==> src/rtl/daisy_io_bridge.sv <==
// Z80 I/O front end for the daisywheel controller: decodes ports 0x00FC/0x00FD/0x01FC into level sel accesses.
// Optional write-capture FIFO for the HPS side is built when DAISY_LOG_EN is defined.
module daisy_io_bridge #(
    parameter int LOG_DEPTH_LOG2 = 3
) (
    input  logic        clk_sys,
    input  logic        reset,
    input  logic        ce,
    input  logic [15:0] cpu_addr,
    input  logic        cpu_iorq_n,
    input  logic        cpu_rd_n,
    input  logic        cpu_wr_n,
    input  logic [7:0]  cpu_dout,
    output logic [7:0]  cpu_din,
    output logic        cpu_hit,
    output logic        sel,
    output logic [1:0]  address,
    output logic        wr,
    output logic [7:0]  din,
    input  logic [7:0]  dout,
    input  logic        log_rd,
    input  logic        log_clr,
    output logic [9:0]  log_data,
    output logic        log_empty,
    output logic        log_overflow
);
    typedef enum logic [1:0] {
        ST_IDLE    = 2'b00,
        ST_ACCESS  = 2'b01,
        ST_RECOVER = 2'b10
    } state_t;

    state_t      r_state;
    state_t      w_state_nxt;
    logic        w_hit;
    logic        w_port_fc;
    logic        w_port_fd;
    logic [1:0]  w_code;
    logic        w_push;
    logic        r_sel;
    logic [1:0]  r_address;
    logic        r_wr;
    logic [7:0]  r_din;
    logic [7:0]  r_cpu_din;

    // Port decode: exactly one strobe low during IORQ
    always_comb begin
        w_port_fc = (cpu_addr[7:0] == 8'hFC);
        w_port_fd = (cpu_addr[7:0] == 8'hFD);
        w_hit     = !cpu_iorq_n && (cpu_rd_n != cpu_wr_n) && (w_port_fc || w_port_fd);
        if (w_port_fd) begin
            w_code = 2'b01;
        end else if (cpu_addr[15:8] == 8'h01) begin
            w_code = 2'b10;
        end else begin
            w_code = 2'b00;
        end
    end

    // Next-state logic; RECOVER forces one low sel cycle between accesses
    always_comb begin
        w_state_nxt = r_state;
        w_push      = 1'b0;
        if (ce) begin
            case (r_state)
                ST_IDLE: begin
                    if (w_hit) begin
                        w_state_nxt = ST_ACCESS;
                        w_push      = !cpu_wr_n;
                    end else begin
                        w_state_nxt = ST_IDLE;
                    end
                end
                ST_ACCESS: begin
                    if (w_hit) begin
                        w_state_nxt = ST_ACCESS;
                    end else begin
                        w_state_nxt = ST_RECOVER;
                    end
                end
                ST_RECOVER: w_state_nxt = ST_IDLE;
                default:    w_state_nxt = ST_IDLE;
            endcase
        end else begin
            w_state_nxt = r_state;
        end
    end

    // State register
    always_ff @(posedge clk_sys) begin
        if (reset) begin
            r_state <= ST_IDLE;
        end else if (ce) begin
            r_state <= w_state_nxt;
        end
    end

    // Registered bus-side outputs
    always_ff @(posedge clk_sys) begin
        if (reset) begin
            r_sel     <= 1'b0;
            r_address <= 2'b00;
            r_wr      <= 1'b0;
            r_din     <= 8'h00;
            r_cpu_din <= 8'hFF;
        end else if (ce) begin
            r_sel <= (w_state_nxt == ST_ACCESS);
            if (r_state == ST_IDLE && w_hit) begin
                r_address <= w_code;
                r_wr      <= !cpu_wr_n;
                r_din     <= cpu_dout;
            end
            if (r_state == ST_ACCESS && !r_wr) begin
                r_cpu_din <= dout;
            end else begin
                r_cpu_din <= 8'hFF;
            end
        end
    end

    assign sel     = r_sel;
    assign address = r_address;
    assign wr      = r_wr;
    assign din     = r_din;
    assign cpu_din = r_cpu_din;
    assign cpu_hit = w_hit;

`ifdef DAISY_LOG_EN
    localparam int LP_DEPTH = 1 << LOG_DEPTH_LOG2;
    localparam logic [LOG_DEPTH_LOG2:0]   LP_FULL     = (LOG_DEPTH_LOG2 + 1)'(LP_DEPTH);
    localparam logic [LOG_DEPTH_LOG2:0]   LP_CNT_ZERO = (LOG_DEPTH_LOG2 + 1)'(0);
    localparam logic [LOG_DEPTH_LOG2:0]   LP_CNT_ONE  = (LOG_DEPTH_LOG2 + 1)'(1);
    localparam logic [LOG_DEPTH_LOG2-1:0] LP_PTR_ZERO = LOG_DEPTH_LOG2'(0);
    localparam logic [LOG_DEPTH_LOG2-1:0] LP_PTR_ONE  = LOG_DEPTH_LOG2'(1);

    logic [9:0]                r_log_mem [LP_DEPTH];
    logic [LOG_DEPTH_LOG2-1:0] r_wptr;
    logic [LOG_DEPTH_LOG2-1:0] r_rptr;
    logic [LOG_DEPTH_LOG2:0]   r_count;
    logic                      r_overflow;
    logic                      w_empty;
    logic                      w_full;
    logic                      w_pop_ok;
    logic                      w_push_ok;

    // A full FIFO still accepts a push when a pop frees a slot on the same edge
    always_comb begin
        w_empty   = (r_count == LP_CNT_ZERO);
        w_full    = (r_count == LP_FULL);
        w_pop_ok  = log_rd && !w_empty;
        w_push_ok = w_push && (!w_full || w_pop_ok);
    end

    // Pointers, occupancy and sticky overflow
    always_ff @(posedge clk_sys) begin
        if (reset || log_clr) begin
            r_wptr     <= LP_PTR_ZERO;
            r_rptr     <= LP_PTR_ZERO;
            r_count    <= LP_CNT_ZERO;
            r_overflow <= 1'b0;
        end else begin
            if (w_push_ok) begin
                r_wptr <= r_wptr + LP_PTR_ONE;
            end
            if (w_pop_ok) begin
                r_rptr <= r_rptr + LP_PTR_ONE;
            end
            case ({w_push_ok, w_pop_ok})
                2'b10:   r_count <= r_count + LP_CNT_ONE;
                2'b01:   r_count <= r_count - LP_CNT_ONE;
                default: r_count <= r_count;
            endcase
            if (w_push && w_full && !w_pop_ok) begin
                r_overflow <= 1'b1;
            end
        end
    end

    // Capture storage
    always_ff @(posedge clk_sys) begin
        if (w_push_ok && !reset && !log_clr) begin
            r_log_mem[r_wptr] <= {w_code, cpu_dout};
        end
    end

    assign log_data     = w_empty ? 10'h000 : r_log_mem[r_rptr];
    assign log_empty    = w_empty;
    assign log_overflow = r_overflow;
`else
    logic w_unused_log;

    assign w_unused_log = ^{log_rd, log_clr, w_push, (LOG_DEPTH_LOG2 > 32'sd0)};
    assign log_data     = 10'h000;
    assign log_empty    = 1'b1;
    assign log_overflow = 1'b0;
`endif

endmodule

==> config.mk <==
export PLATFORM = sky130hd
export DESIGN_NAME = daisy_io_bridge
export DESIGN_NICKNAME = d
export VERILOG_FILES = /design/src/rtl/daisy_io_bridge.sv
export SDC_FILE = /design/constraint.sdc
export NUM_CORES = 1
export LEC_CHECK = 0
export ABC_AREA = 0
export CORE_MARGIN = 1.5
export CORE_UTILIZATION = 30
export CTS_BUF_LIST = sky130_fd_sc_hd__clkbuf_2
export DETAILED_ROUTE_END_ITERATION = 7
export PLACE_DENSITY = 0.77
export SKIP_CTS_REPAIR_TIMING = 1
export SLEW_MARGIN = 25
export SYNTH_ARGS = -nofsm -noshare
export SYNTH_HDL_FRONTEND = slang
export SYNTH_SLANG_ARGS = --single-unit
==> constraint.sdc <==
create_clock -name clk_sys -period 2.3 [get_ports clk_sys]
set_input_delay 0.23 -clock clk_sys [delete_from_list [all_inputs] [get_ports clk_sys]]
set_output_delay 0.23 -clock clk_sys [all_outputs]
set_load 0.02 [all_outputs]
==> metrics.csv <==
stage,metric,value,unit
run_status,status,completed,
clock_network,H-tree levels,1,
final_layout,area delta synth->final,65.9,%
global_route,first-pass GRT wire length,4.05,mm
clock_network,Clock Latency Late Sink,0.32,ns
placement,dpl cells,201,
critical_path,worst flop-to-flop path endpoint,din[6]$_SDFFE_PP0P_,
sta,"Period Utilization, post-route",0.937,
sta,minimum clock period,2.16,ns
critical_path,Worst R2R Setup Slack,0.59,ns
final_layout,Final Non-Filler Cells,205,
detailed_routing,DRT Wirelength,2.42,mm
power,pwr dens,472,nW/um^2
power,Sw Share,0.210,
clock_network,# clock sinks,22,
yosys,"top cells by area, synth","dfxtp_1, mux2i_1, buf_4, nand2b_1, o22ai_1",
detailed_routing,DRC violations left,0,
critical_path,Crit-path slowest cell,clkdlybuf4s50_1,
placement,PortBufs,58,
final_layout,layout cells sized above 1,0.0621,
detailed_routing,routed vias,893,
min_path,Worst Hold Depth,3,
detailed_routing,drt wl/cell,11.8,um
clock_network,Max clock buf depth,2,
detailed_routing,number of vias per cell,4.36,
yosys,Netlist cell types,23,
clock_network,Worst-path clk slew,0.22,ns
power,Seq pwr share,0.506,
global_route,GRT Total Usage,0.147,
yosys,post-synthesis sequential area ratio,0.457,
min_path,min-delay worst type,in2reg,
sta,fin. max-slew vios,0,
critical_path,Worst Setup Start Kind,input pin,
yosys,Post-Syn Instances,101,
critical_path,Reg2Reg Depth,5,
critical_path,Crit Path Category,in2out,
min_path,Hold Startpoint,cpu_dout[2],
clock_network,TritonCTS clock tree,built,
placement,DP Area,1560,um^2
power,clock power share,0.354,
yosys,Syn Std Cell Area,965,um^2
yosys,Mean Syn Cell Area,9.55,um^2
sta,Slew headroom,0.514,
placement,GPL Wtd Cong,0.704,
global_route,initial antenna violation count,0,
final_layout,most frequent cells in the layout,"clkdlybuf4s50_1, dfxtp_1, conb_1",
floorplanning,Placeable Area,3050,um^2
sta,setup TNS,0,ns
floorplanning,Die X,59.7,um
global_route,vias in the first global route,944,
critical_path,reg-to-reg critical path startpoint,r_state[0]$_SDFFE_PP0P_,
sta,Worst Tran Pin Value,0.726,ns
yosys,Synth top area share,0.457,
sta,RSZ-0062 raised after global routing,false,
power,leakage power,0.579,nW
power,combinational power share,0.140,
critical_path,CP max FO,3,
power,Int Pwr,597,uW
detailed_routing,number of routed nets with antenna violations,0,
yosys,#FFs+latches synth,22,
critical_path,sequence of cells on the critical path,clkdlybuf4s50_1 -> nand3b_1 -> nor4_1 -> clkdlybuf4s50_1,
detailed_routing,first-pass iteration count of the detailed router,3,
detailed_routing,DR iter-0 viols,8,
clock_network,CTS Root Cell,clkbuf_2,
critical_path,critical path data required time,2.07,ns
floorplanning,io pins,73,
clock_network,Num CTS Buffers,3,
critical_path,Top Family by Delay on Critical Path,buffers and inverters,
final_layout,fin area,1600,um^2
floorplanning,Starting Density,0.316,
yosys,synthesis warning total,0,
yosys,cell taking the most area after synthesis,dfxtp_1,
job,MaxCap Viol Count,0,
power,sw power,159,uW
critical_path,worst path arrival time,1.93,ns
sta,setup violation total in the final timing report,0,
sta,Hold Slack,0.491,ns
critical_path,CP Buf/Inv Count,2,
floorplanning,Die Height,59.7,um
final_layout,final net count,202,
power,Max IR drop VDD,0.336,mV
global_route,largest net degree at the start of global routing,23,
placement,DP Wirelength,1.92,mm
global_route,global route overflow,0,
final_layout,"most common cell after layout, fill and taps aside",clkdlybuf4s50_1,
sta,final hold vios,0,
critical_path,crit end category,primary output,
floorplanning,Die ar.,3560,um^2
final_layout,# diodes,0,
sta,Max Clk Rate,464,MHz
floorplanning,FP Rows,20,
min_path,Worst Hold End,din[2]$_SDFFE_PP0P_,
sta,Worst Skew,0.0128,ns
critical_path,CP max stage delay,0.68,ns
critical_path,"most used cell, CP",clkdlybuf4s50_1,
==> worst register-to-register path, delay by kind of cell (launching register included) <==
family | cells | cell delay, ns
multiplexers | 1 | 0.22
buffers and inverters | 1 | 0.26
AND/OR/NAND/NOR | 3 | 0.73
flip-flops | 1 | 0.38
==> flip-flops by register name, indices dropped and copies added, names as in the netlist <==
register,count
cpu_din,8
din,8
wr,1
r_state,2
sel,1
address,2
==> Yosys cell counts <==
library cell,n
nor2_1,11
buf_4,12
nand2b_1,9
inv_1,3
mux2i_1,10
nand3b_1,2
nand2_1,4
a2bb2oi_1,1
a21oi_1,3
nor4_4,1
conb_1,2
nand4_1,1
nor4b_1,1
nor4_1,2
nor3_1,1
nor2b_1,1
clkbuf_1,3
or4b_4,1
o22ai_1,8
nand4b_1,1
buf_6,1
xnor2_1,1
dfxtp_1,22
==> cell families (layout without fill, tap and decap cells) <==
| kind of cell | Yosys count | in the layout | share of synthesized area |
|---|---|---|---|
| and+or+nand+nor | 35 | 35 | 0.218 |
| DFF | 22 | 22 | 0.457 |
| buffers and inverters | 19 | 69 | 0.128 |
| AOI/OAI and AO/OA | 12 | 12 | 0.0765 |
| muxes | 10 | 10 | 0.104 |
| other | 2 | 12 | 0.00779 |
| xor gates and xnor gates | 1 | 1 | 0.00908 |
==> worst max-delay path by stage <==
stage	start	endpoint	slack (ns)	cells past startpoint
global route	cpu_addr[1]	cpu_hit	0.01	4
finish	cpu_addr[1]	cpu_hit	0.14	4
global placement	cpu_addr[1]	cpu_hit	0.16	4
CTS	cpu_addr[1]	cpu_hit	0.12	4
detailed placement	cpu_addr[1]	cpu_hit	0.12	4
floorplan	cpu_addr[6]	r_state[0]$_SDFFE_PP0P_	0.64	4
==> per-layer routing <==
| layer | wire, um | GRT usage | vias up |
|---|---|---|---|
| met5 | 0 | 0 | - |
| met4 | 11 | 0.0444 | 0 |
| met3 | 217 | 0.0541 | 2 |
| met2 | 1170 | 0.247 | 35 |
| met1 | 1020 | 0.174 | 419 |
| li1 | - | - | 437 |
==> power by group through the flow <==
stage | sequential, mW | clock (mW) | combinational [mW]
6_report | 0.382 | 0.267 | 0.106
5_1_grt | 0.383 | 0.292 | 0.114
4_1_cts | 0.382 | 0.272 | 0.106
3_5_place_dp | 0.390 | 0 | 0.106
3_3_place_gp | 0.390 | 0 | 0.104
2_1_floorplan | 0.390 | 0 | 0.0521
==> area by class of cell <==
type / count / area [um^2]
multi-input cells: 70 / 438
flip-flops and latches: 22 / 440
clock inverters: 1 / 30.0
fillers: 300 / 1450
well taps: 44 / 55.1
clock buffers: 3 / 15.0
repair buffers: 62 / 611
inverters: 3 / 11.3
==> through the flow <==
| stage | total power [mW] | utilization | setup slack, ns |
|---|---|---|---|
| floorplan | 0.442 | - | 0.641 |
| global placement | 0.493 | 0.509 | 0.157 |
| detailed placement | 0.495 | 0.509 | 0.124 |
| CTS | 0.760 | 0.524 | 0.124 |
| global route | 0.789 | 0.524 | 0.0115 |
| finish | 0.756 | 0.524 | 0.144 |
No activity file was read; power rests on OpenSTA's default activity.
